File: config.mk
export PLATFORM = sky130hd
export DESIGN_NAME = uart_apb_master_flat
export DESIGN_NICKNAME = d
export VERILOG_FILES = /design/src/rtl/uart_apb_master_if.sv /design/src/rtl/uart_apb_master.sv /design/src/flat_wrapper.sv
export SDC_FILE = /design/constraint.sdc
export NUM_CORES = 1
export LEC_CHECK = 0
export BUFFER_PORTS_ARGS = -buffer_cell sky130_fd_sc_hd__clkbuf_2
export CAP_MARGIN = 20
export CORE_MARGIN = 3
export CORE_UTILIZATION = 40
export CTS_CLUSTER_DIAMETER = 150
export DETAILED_ROUTE_END_ITERATION = 7
export GPL_TIMING_DRIVEN = 0
export PLACE_DENSITY = 0.81
export SETUP_SLACK_MARGIN = 0.5
export SYNTH_ARGS = -nofsm -noshare
export SYNTH_HDL_FRONTEND = slang
export SYNTH_SLANG_ARGS = --single-unit
export TNS_END_PERCENT = 10
File: constraint.sdc
create_clock -name pclk -period 1.5 [get_ports pclk]
set_input_delay 0.15 -clock pclk [delete_from_list [all_inputs] [get_ports pclk]]
set_output_delay 0.15 -clock pclk [all_outputs]
set_load 0.05 [all_outputs]
File: src/rtl/uart_apb_master_if.sv
// Command/response and APB bundle for the UART APB initiator.
// master = initiator side, slave = requester + APB target side.
interface uart_apb_master_if #(
  parameter int ADDR_WD = 12
);
  logic               cmd_valid;
  logic               cmd_ready;
  logic               cmd_write;
  logic [ADDR_WD-1:0] cmd_addr;
  logic [31:0]        cmd_wdata;
  logic               rsp_valid;
  logic               rsp_ready;
  logic [31:0]        rsp_rdata;
  logic               rsp_err;
  logic               rsp_tmo;
  logic               psel;
  logic               penable;
  logic               pwrite;
  logic [ADDR_WD-1:0] paddr;
  logic [31:0]        pwdata;
  logic [31:0]        prdata;
  logic               pready;
  logic               pslverr;

  modport master (
    input  cmd_valid, cmd_write, cmd_addr, cmd_wdata,
    input  rsp_ready, prdata, pready, pslverr,
    output cmd_ready, rsp_valid, rsp_rdata, rsp_err, rsp_tmo,
    output psel, penable, pwrite, paddr, pwdata
  );

  modport slave (
    output cmd_valid, cmd_write, cmd_addr, cmd_wdata,
    output rsp_ready, prdata, pready, pslverr,
    input  cmd_ready, rsp_valid, rsp_rdata, rsp_err, rsp_tmo,
    input  psel, penable, pwrite, paddr, pwdata
  );
endinterface

File: src/rtl/uart_apb_master.sv
// APB3 initiator: one outstanding command -> one SETUP/ACCESS transfer.
// Handles wait states, slave errors and an optional ACCESS timeout.
module uart_apb_master #(
  parameter int ADDR_WD     = 12,
  parameter int TIMEOUT_CYC = 255
) (
  input logic               pclk,
  input logic               preset_n,
  uart_apb_master_if.master bus
);

  localparam int CW_RAW = $clog2(TIMEOUT_CYC + 1);
  localparam int CW     = (CW_RAW > 0) ? CW_RAW : 1;
  localparam int LAST_I = (TIMEOUT_CYC > 0) ? TIMEOUT_CYC - 1 : 0;
  localparam logic [CW-1:0] TMO_LAST = CW'(LAST_I);
  localparam logic [CW-1:0] CNT_MAX  = '1;
  localparam bit TMO_EN = (TIMEOUT_CYC > 0);

  typedef enum logic [1:0] {
    IDLE,
    SETUP,
    ACCESS,
    RESP
  } state_t;

  state_t        state;
  logic [CW-1:0] cnt;
  logic          tmo_hit;

  assign bus.cmd_ready = (state == IDLE) & preset_n;
  assign tmo_hit = TMO_EN && (cnt == TMO_LAST);

  // Transfer sequencer; every APB and response output is a register here.
  always_ff @(posedge pclk or negedge preset_n) begin
    if (!preset_n) begin
      state         <= IDLE;
      cnt           <= '0;
      bus.psel      <= 1'b0;
      bus.penable   <= 1'b0;
      bus.pwrite    <= 1'b0;
      bus.paddr     <= '0;
      bus.pwdata    <= '0;
      bus.rsp_valid <= 1'b0;
      bus.rsp_rdata <= '0;
      bus.rsp_err   <= 1'b0;
      bus.rsp_tmo   <= 1'b0;
    end else begin
      unique case (state)
        IDLE: begin
          if (bus.cmd_valid) begin
            bus.pwrite <= bus.cmd_write;
            bus.paddr  <= ADDR_WD'(bus.cmd_addr);
            bus.pwdata <= bus.cmd_wdata;
            bus.psel   <= 1'b1;
            state      <= SETUP;
          end
        end
        SETUP: begin
          bus.penable <= 1'b1;
          state       <= ACCESS;
        end
        ACCESS: begin
          if (bus.pready) begin
            bus.psel      <= 1'b0;
            bus.penable   <= 1'b0;
            bus.rsp_valid <= 1'b1;
            bus.rsp_rdata <= bus.pwrite ? 32'd0 : bus.prdata;
            bus.rsp_err   <= bus.pslverr;
            bus.rsp_tmo   <= 1'b0;
            cnt           <= '0;
            state         <= RESP;
          end else if (tmo_hit) begin
            bus.psel      <= 1'b0;
            bus.penable   <= 1'b0;
            bus.rsp_valid <= 1'b1;
            bus.rsp_rdata <= 32'd0;
            bus.rsp_err   <= 1'b1;
            bus.rsp_tmo   <= 1'b1;
            cnt           <= '0;
            state         <= RESP;
          end else if (cnt != CNT_MAX) begin
            cnt <= cnt + CW'(1);
          end
        end
        RESP: begin
          if (bus.rsp_ready) begin
            bus.rsp_valid <= 1'b0;
            state         <= IDLE;
          end
        end
        default: state <= IDLE;
      endcase
    end
  end

endmodule

File: src/flat_wrapper.sv
// flat-port wrapper written by rule: the top's interface ports become plain ports
module uart_apb_master_flat 
#(
  parameter int ADDR_WD     = 12,
  parameter int TIMEOUT_CYC = 255
)
  (pclk, preset_n, bus_cmd_valid, bus_cmd_write, bus_cmd_addr, bus_cmd_wdata, bus_rsp_ready, bus_prdata, bus_pready, bus_pslverr, bus_cmd_ready, bus_rsp_valid, bus_rsp_rdata, bus_rsp_err, bus_rsp_tmo, bus_psel, bus_penable, bus_pwrite, bus_paddr, bus_pwdata);
  uart_apb_master_if #(.ADDR_WD(ADDR_WD)) bus_i ();
  input logic pclk;
  input logic preset_n;
  input wire logic [$bits(bus_i.cmd_valid)-1:0] bus_cmd_valid;
  input wire logic [$bits(bus_i.cmd_write)-1:0] bus_cmd_write;
  input wire logic [$bits(bus_i.cmd_addr)-1:0] bus_cmd_addr;
  input wire logic [$bits(bus_i.cmd_wdata)-1:0] bus_cmd_wdata;
  input wire logic [$bits(bus_i.rsp_ready)-1:0] bus_rsp_ready;
  input wire logic [$bits(bus_i.prdata)-1:0] bus_prdata;
  input wire logic [$bits(bus_i.pready)-1:0] bus_pready;
  input wire logic [$bits(bus_i.pslverr)-1:0] bus_pslverr;
  output wire logic [$bits(bus_i.cmd_ready)-1:0] bus_cmd_ready;
  output wire logic [$bits(bus_i.rsp_valid)-1:0] bus_rsp_valid;
  output wire logic [$bits(bus_i.rsp_rdata)-1:0] bus_rsp_rdata;
  output wire logic [$bits(bus_i.rsp_err)-1:0] bus_rsp_err;
  output wire logic [$bits(bus_i.rsp_tmo)-1:0] bus_rsp_tmo;
  output wire logic [$bits(bus_i.psel)-1:0] bus_psel;
  output wire logic [$bits(bus_i.penable)-1:0] bus_penable;
  output wire logic [$bits(bus_i.pwrite)-1:0] bus_pwrite;
  output wire logic [$bits(bus_i.paddr)-1:0] bus_paddr;
  output wire logic [$bits(bus_i.pwdata)-1:0] bus_pwdata;
  assign bus_i.cmd_valid = bus_cmd_valid;
  assign bus_i.cmd_write = bus_cmd_write;
  assign bus_i.cmd_addr = bus_cmd_addr;
  assign bus_i.cmd_wdata = bus_cmd_wdata;
  assign bus_i.rsp_ready = bus_rsp_ready;
  assign bus_i.prdata = bus_prdata;
  assign bus_i.pready = bus_pready;
  assign bus_i.pslverr = bus_pslverr;
  assign bus_cmd_ready = bus_i.cmd_ready;
  assign bus_rsp_valid = bus_i.rsp_valid;
  assign bus_rsp_rdata = bus_i.rsp_rdata;
  assign bus_rsp_err = bus_i.rsp_err;
  assign bus_rsp_tmo = bus_i.rsp_tmo;
  assign bus_psel = bus_i.psel;
  assign bus_penable = bus_i.penable;
  assign bus_pwrite = bus_i.pwrite;
  assign bus_paddr = bus_i.paddr;
  assign bus_pwdata = bus_i.pwdata;
  uart_apb_master #(.ADDR_WD(ADDR_WD), .TIMEOUT_CYC(TIMEOUT_CYC)) u_core (.pclk(pclk), .preset_n(preset_n), .bus(bus_i));
endmodule
After elaboration in Yosys (flattened, before gate mapping)
Index checks and enable logic that the tools add are counted.

operators by class
  reduce and logical (&&, ||, !) cells = 13
  mux-type cells = 22
  equal/unequal tests = 8
  add/subtract/negate cells = 1
  bitwise gates (word level) = 1

operators with widths
  cell                                                                    count
  32-bit 2-to-1 mux                                                       3
  8-bit 2-to-1 mux                                                        3
  3-bit AND reduction                                                     3
  8-bit by 1-bit adder with 8-bit output (second input constant)          1
  8-bit equality test (second input constant)                             1
  1-bit 2-to-1 mux                                                        8
  2-bit 2-to-1 mux                                                        4
  8-bit != test (second input constant)                                   1
  2-bit one-hot mux with 4 select lines                                   1
  2-bit AND reduction                                                     4
  2-bit nonzero test                                                      4
  1-bit one-hot mux with 2 select lines                                   3
  2-bit equality test (second input constant)                             2
  2-bit != test (second input constant)                                   2
  3-bit by 2-bit != test with 1-bit output (second input constant)        1
  3-bit nonzero test                                                      1
  2-bit by 1-bit equality test with 1-bit output (second input constant)  1
  2-bit logical NOT                                                       1
  1-bit AND                                                               1

word-level totals
  input port bits = 83
  register bits after elaboration = 92
  logic and storage cells = 56

Longest topological paths before layout
Gate-level depths: netlist (run 1).

  depth in word-level cells = 4
  depth in mapped cells = 7

Worst setup path before layout (run 1)
OpenSTA, ideal clock, no wires.

  path type = flip-flop to flip-flop
  start point = reg u_core.cnt[0]
  end point = reg u_core.cnt[5]
  path buffers = 0
  clock period less this slack = 1580 ps
  slack = -80 ps
  cell stages (with the launch flop) = 7
  arrival = 1516 ps
  cell sequence = dfrtp_1 inv_1 ha_1 nand4bb_1 o31ai_2 a21o_1 a21o_1

on the way
  longest elaborated chain between the ends = 4
  elaborated cells on any way between the ends = 8
  classes of those cells = add/sub: 1; eq/ne: 2; mux: 3; reduce/logical: 2

RTL lines
  element                                 RTL line               text
  start, declared                         uart_apb_master.sv:27  logic [CW-1:0] cnt;
  start signal, assigned                  uart_apb_master.sv:82  cnt <= cnt + CW'(1);
  8-bit by 1-bit adder with 8-bit output  uart_apb_master.sv:82
  8-bit 2-to-1 mux                        uart_apb_master.sv:81  end else if (cnt != CNT_MAX) begin
  8-bit 2-to-1 mux                        uart_apb_master.sv:72  end else if (tmo_hit) begin
  8-bit 2-to-1 mux                        uart_apb_master.sv:63  if (bus.pready) begin

Parallel ways exist; a longest one is shown, timed or not. The select of a mux whose other input is x is not followed.
A chain may end at the register's enable or synchronous reset.

Final worst setup path (run 1)
  start point = reg u_core.cnt[3]
  end point = reg u_core.state[1]

on the way
  longest elaborated chain between the ends = 3

RTL lines
  element                                             RTL line               text
  8-bit equality test                                 uart_apb_master.sv:31  assign tmo_hit = TMO_EN && (cnt == TMO_LAST);
  3-bit by 2-bit != test with 1-bit output (no line)  n/a
  3-bit AND reduction (no line)                       n/a
  end signal, assigned                                uart_apb_master.sv:36  state <= IDLE;
  end signal, assigned                                uart_apb_master.sv:55  state <= SETUP;
  end signal, assigned                                uart_apb_master.sv:60  state <= ACCESS;
  end, declared                                       uart_apb_master.sv:26  state_t state;

No other way between the ends.

==> results of run 1 <==
area by class of cell:
cell class / count / area share
sequential: 92 / 0.3482
timing repair buffer: 211 / 0.3212
multi-input combinational: 204 / 0.2415
buffer: 19 / 0.02928
tap: 129 / 0.02437
clock buffer: 9 / 0.01870
clock inverter: 7 / 0.01058
inverter: 8 / 0.005101
timing repair inverter: 1 / 0.001134
through the flow:
step	setup WS [ns]	instances	setup TNS, ns	power [mW]	instance area, µm²
finish	-0.1153	680	-1.471	17.80	6623
global placement	-1.074	617	-78.20	12.10	4898
floorplan	-0.04761	323	-0.04761	10.32	3911
global route	-0.1571	680	-3.903	18.51	6623
detailed placement	-0.2799	618	-10.56	12.32	4928
CTS	-0.1053	659	-2.091	16.28	6135
how the worst max path moves through the flow:
| stage | from | to | slack [ns] | depth (start not counted) |
|---|---|---|---|---|
| after floorplan | u_core.cnt[0]$_DFFE_PN0P_ | u_core.state[1]$_DFFE_PN0P_ | -0.05 | 5 |
| after global placement | preset_n | bus_cmd_ready | -1.07 | 3 |
| after detailed placement | u_core.state[0]$_DFFE_PN0P_ | u_core.bus.rsp_rdata[31]$_DFFE_PN0P_ | -0.28 | 7 |
| after CTS | u_core.cnt[0]$_DFFE_PN0P_ | u_core.state[1]$_DFFE_PN0P_ | -0.11 | 5 |
| after global routing | u_core.state[0]$_DFFE_PN0P_ | u_core.cnt[5]$_DFFE_PN0P_ | -0.16 | 8 |
| final | u_core.cnt[3]$_DFFE_PN0P_ | u_core.state[1]$_DFFE_PN0P_ | -0.12 | 4 |
kinds of logic after synthesis:
logic type               share of synthesized area
adder cells (fa/ha/maj)                    0.01629
XOR/XNOR                                  0.002281
multiplexers                                0.1378
flip-flops                                  0.5995
AO/OA/AOI/OAI                               0.1414
buffers and inverters                      0.02933
AND/OR/NAND/NOR                            0.07332
power groups by stage:
stage	Clock, mW	Combinational, mW	Sequential (mW)
final	1.63	11.3	4.85
after global routing	1.79	11.7	4.97
after detailed placement	0	7.93	4.39
after floorplan	0	2.09	8.22
after CTS	1.65	10.2	4.48
after global placement	0	7.79	4.31
placed cells by master (no fill, tap or decap), types with 4 or more instances in the layout:
cell type,instances
clkbuf_2,83
ha_4,4
dfrtp_1,89
mux2_4,9
o21ai_0,8
o21ai_2,12
o21ai_1,49
nand3_1,5
inv_2,4
buf_6,6
buf_8,71
buf_4,13
nand2_1,42
dlygate4sd3_1,29
mux2_2,38
clkbuf_4,4
clkbuf_8,27
worst max-delay path: cells and delay by family (launching register included):
kind	cells	cell delay [ns]
AOI/OAI and AO/OA	2	0.51
DFF	1	0.39
muxes	1	0.33
and+or+nand+nor	1	0.27
what timing repair did:
item	in CTS	in global routing
resized for setup	205	169
cloned	1	2
pin swaps	4	14
buffers inserted	12	2
hold buffers	12	17
setup endpoints to repair	175	175
endpoints found under the hold margin	52	57
flip-flops by register name, indices dropped and copies added, names as in the netlist:
signal                cells
u_core.bus.psel           1
u_core.bus.rsp_valid      1
u_core.bus.pwdata        32
u_core.state              2
u_core.bus.paddr         12
u_core.bus.pwrite         1
u_core.bus.rsp_err        1
u_core.bus.penable        1
u_core.cnt                8
u_core.bus.rsp_tmo        1
u_core.bus.rsp_rdata     32
routing by layer:
metal  GRT usage  vias to the layer above  wire length [µm]
li1            -                     1586                 -
met1      0.2470                     1742              4815
met2      0.3723                      171              6682
met3     0.06021                       23               871
met4     0.06743                        0               280
met5           0                        -                 0
==> flow_summary.yaml, run 1 <==
route:
  drt-initial-drc-count: 219
  routed_wl_um: 12650
  wl_per_cell_um: 18.60
  drc: 0
  first_pass_iters: 4
  via_per_inst: 5.179
  num_vias: 3522
  ant_nets: 0
worst_hold_path:
  hp-class: "in -> async"
logic_synthesis:
  ys_top_cells_by_count: "dfrtp_1, o21ai_0, mux2_2"
  synth_edf_count: 0
  ys_ff_latch: 92
  synthCells: 323
  synth_cell_types: 38
  yosys.area.top_type_share: 0.5995
  syn-cell-area_um2: 3840
  ys_async_sr_fraction: 1.000
  synth_ff_type: "dfrtp_1"
  yosysSeqAreaShare: 0.5995
  yosysTopAreaCell: "dfrtp_1"
  synth.net_count: 411
  ys_warn_count: 0
  synth.avg_cell_area_um2: 11.89
  synth.most_common_cell: "dfrtp_1"
  synth_area_leaders: "dfrtp_1, mux2_2, o21ai_0"
run:
  maxCapViolCount: 0
cts:
  cts_tree: "built"
  h-tree-depth: 3
  clockBufferDepth: 2
  clk_pin_slew_ns: 0.09
  worstSkewPairLatency_ns: 0.36
  cts_buffers: 9
  cts_root_buf: "clkbuf_8"
  cts_sinks: 92
sta:
  rsz0062_at_grt: "true"
  relSlewSlack: 0.7714
  hold_viol: 40
  final.min_clock_period_ns: 1.615
  worst_slack_ns: -0.1153
  period_share: 1.077
  hold_ws_ns: -0.3000
  drv_slew: 0
  setup_viol: 35
  tightest_slew_ns: 0.3417
  clock_skew_ns: 0.01122
  max_freq_mhz: 619.1
floorplan:
  core_area_um2: 9284
  initial_core_util: 0.4136
  row_count: 35
  dieArea_um2: 10810
  ios: 166
  die_x_um: 104.0
  die_h_um: 104.0
status:
  violations: "negative hold slack, negative setup slack"
  outcome: "finished, violations left"
global_routing:
  antenna_found_initial: 0
  grt_overflow: 0
  grt_pass1_vias: 3568
  grt_pass1_wl_um: 18290
  grt_start_max_net_pins: 54
  track_usage: 0.2107
pwr:
  ir_worst_vdd_mv: 1.475
  p_int_mw: 9.282
  seqPwrFrac: 0.272
  p_leak_nw: 3.085
  p_sw_mw: 8.517
  power_density_nw_per_um2: 2688
  switching_share: 0.4785
  p_clk_frac: 0.092
  combPwrFrac: 0.636
worst_setup_path:
  timing.rr.start: "u_core.cnt[3]$_DFFE_PN0P_"
  crit_fanout: 5
  timing.rr.end: "u_core.state[1]$_DFFE_PN0P_"
  slowest_stage: "dfrtp_1"
  cp.arrival_ns: 1.86
  reg2reg_slack_ns: -0.12
  reg2reg_depth: 4
  critPathCaptureType: "flop"
  path_cells: "and4_4 > a41oi_4 > a221oi_4 > mux2_4"
  required_ns: 1.75
  startpoint_type: "flop"
  critPathMaxStageDelay_ns: 0.39
  setup.worst_path.class: "reg -> reg"
layout:
  fin_nets: 634
  seq_area_um2: 2306
  areaGrowthSynthToFinish_pct: 72.47
  diodes: 0
  drive_gt1_frac: 0.5426
  multiInputGateArea_um2: 1599
  postLayoutCoreUtil: 0.7133
  n_fill_cell: 603
placement:
  io_buffers: 165
  place_hpwl_um: 7178
  gp_congestion: 0.8270
Power figures use the tool's default switching activity.
==> run 2: changes to the inputs <==
--- a/config.mk
+++ b/config.mk
@@ -12,7 +12,7 @@
 export CTS_CLUSTER_DIAMETER = 150
 export DETAILED_ROUTE_END_ITERATION = 7
 export GPL_TIMING_DRIVEN = 0
-export PLACE_DENSITY = 0.81
+export PLACE_DENSITY = 0.78
 export SETUP_SLACK_MARGIN = 0.5
 export SYNTH_ARGS = -nofsm -noshare
 export SYNTH_HDL_FRONTEND = slang
==> constraint.sdc (replaced) <==
create_clock -name pclk -period 1.95 [get_ports pclk]
set_input_delay 0.195 -clock pclk [delete_from_list [all_inputs] [get_ports pclk]]
set_output_delay 0.195 -clock pclk [all_outputs]
set_load 0.05 [all_outputs]
==> flow_summary.yaml, run 2 (synthesis results as in run 1) <==
floorplan:
  dieArea_um2: 10810
  initial_core_util: 0.4136
  die_x_um: 104.0
  row_count: 35
  die_h_um: 104.0
  core_area_um2: 9284
  ios: 166
worst_setup_path:
  crit_fanout: 5
  reg2reg_depth: 7
  timing.rr.start: "u_core.state[0]$_DFFE_PN0P_"
  path_buf_inv: 4
  setup.worst_path.class: "reg -> reg"
  path_cells: "inv_2 > ha_4 > buf_6 > clkinvlp_4 > buf_6 > mux2_4 > a22o_1"
  startpoint: "u_core.state[0]$_DFFE_PN0P_"
  startpoint_type: "flop"
  path_common_cell: "buf_6"
  cp.arrival_ns: 1.88
  path_delay_family: "buffers and inverters"
  required_ns: 2.19
  critPathCaptureType: "flop"
  slowest_stage: "dfrtp_1"
  timing.rr.end: "u_core.bus.psel$_DFFE_PN0P_"
  critPathMaxStageDelay_ns: 0.40
  reg2reg_slack_ns: 0.32
  cp.depth: 7
  endpoint: "u_core.bus.psel$_DFFE_PN0P_"
cts:
  cts_buffers: 9
  cts_root_buf: "clkbuf_8"
  worstSkewPairLatency_ns: 0.36
  h-tree-depth: 3
  clk_pin_slew_ns: 0.10
  cts_sinks: 92
  cts_tree: "built"
  cts_hold_buf: 3
  clockBufferDepth: 2
sta:
  rsz0062_at_grt: "true"
  relSlewSlack: 0.7605
  period_share: 0.8372
  worst_slack_ns: 0.3174
  drv_slew: 0
  clock_skew_ns: 0.01288
  setup_viol: 0
  tightest_slew_ns: 0.3592
  hold_ws_ns: -0.1630
  hold_viol: 55
  max_freq_mhz: 612.5
  final.min_clock_period_ns: 1.633
global_routing:
  grt_overflow: 0
  grt_pass1_wl_um: 16640
  grt_start_max_net_pins: 57
  antenna_found_initial: 0
  grt_pass1_vias: 3381
  track_usage: 0.1879
placement:
  io_buffers: 165
  gp_congestion: 0.8399
  post-place-ws_ns: 0.1740
  dp.cells: 618
  place_hpwl_um: 7097
layout:
  fin_nets: 615
  top_regs: "u_core.bus.pwdata: 32 flops, u_core.bus.rsp_rdata: 32 flops, u_core.bus.paddr: 12 flops"
  multiInputGateArea_um2: 1530
  diodes: 0
  seq_area_um2: 2307
  instances_no_fill: 661
  areaGrowthSynthToFinish_pct: 43.50
  mostFrequentLayoutCells: "clkbuf_2, dfrtp_1, o21ai_0"
  drive_gt1_frac: 0.5602
  n_fill_cell: 763
  final_common_cell: "clkbuf_2"
route:
  num_vias: 3255
  wl_per_cell_um: 15.21
  ant_nets: 0
  via_per_inst: 4.924
  drc: 0
  routed_wl_um: 10050
  first_pass_iters: 4
  drt-initial-drc-count: 144
worst_hold_path:
  hp-class: "in -> async"
run:
  maxCapViolCount: 0
status:
  violations: "negative hold slack"
  outcome: "finished, violations left"
-- run 2: cell count changes in the layout (fill, tap and decap cells not counted), sizes merged --
cell / previous run / this run
clkinvlp: 2 / 5
buf: 93 / 40
inv: 10 / 9
clkinv: 4 / 1
clkbuf: 117 / 180
dlygate4sd3: 29 / 1
-- run 2: stage by stage --
step / TNS (ns) / utilization / cell area, µm²
after floorplan: 0 / - / 3860
final: 0 / 0.5935 / 5510
after global routing: 0 / 0.5935 / 5510
after detailed placement: 0 / 0.5253 / 4877
after global placement: -32.00 / 0.5221 / 4847
after CTS: 0 / 0.5768 / 5355
-- run 2: layout make-up --
type	count	share of cell area
inverter	8	0.006131
buffer	19	0.03156
clock buffer	10	0.02498
clock inverter	6	0.008174
sequential	92	0.4187
timing repair buffer	192	0.2021
tap	129	0.02929
multi-input combinational	204	0.2777
timing repair inverter	1	0.001362
-- run 2: metal layers --
metal  vias to the layer above  routed length, µm  track usage
met3                        11                582      0.04035
met1                      1570               4248       0.2319
met5                         -                  0            0
met4                         0                167      0.06648
met2                       123               5054       0.3254
li1                       1551                  -            -
-- run 2: how the worst min path moves through the flow --
stage                                           end  depth (start not counted)
2_1_floorplan       u_core.bus.paddr[0]$_DFFE_PN0P_                          0
3_3_place_gp   u_core.bus.rsp_rdata[18]$_DFFE_PN0P_                          3
3_5_place_dp        u_core.bus.paddr[5]$_DFFE_PN0P_                          1
4_1_cts                   u_core.cnt[7]$_DFFE_PN0P_                          2
5_1_grt                 u_core.state[0]$_DFFE_PN0P_                          2
6_report                  u_core.cnt[7]$_DFFE_PN0P_                          2
-- run 2: timing repair --
item / 4_1_cts / 5_1_grt
setup buffers: 13 / 8
endpoints found under the setup margin: 92 / 87
cloned: 0 / 3
endpoints found under the hold margin: 37 / 55
pin swaps: 5 / 6
resized for setup: 43 / 44
Power of run 2 is left out: the tool's default activity adds up to more than one toggle a clock period on the data nets, which glitch-free logic cannot reach.
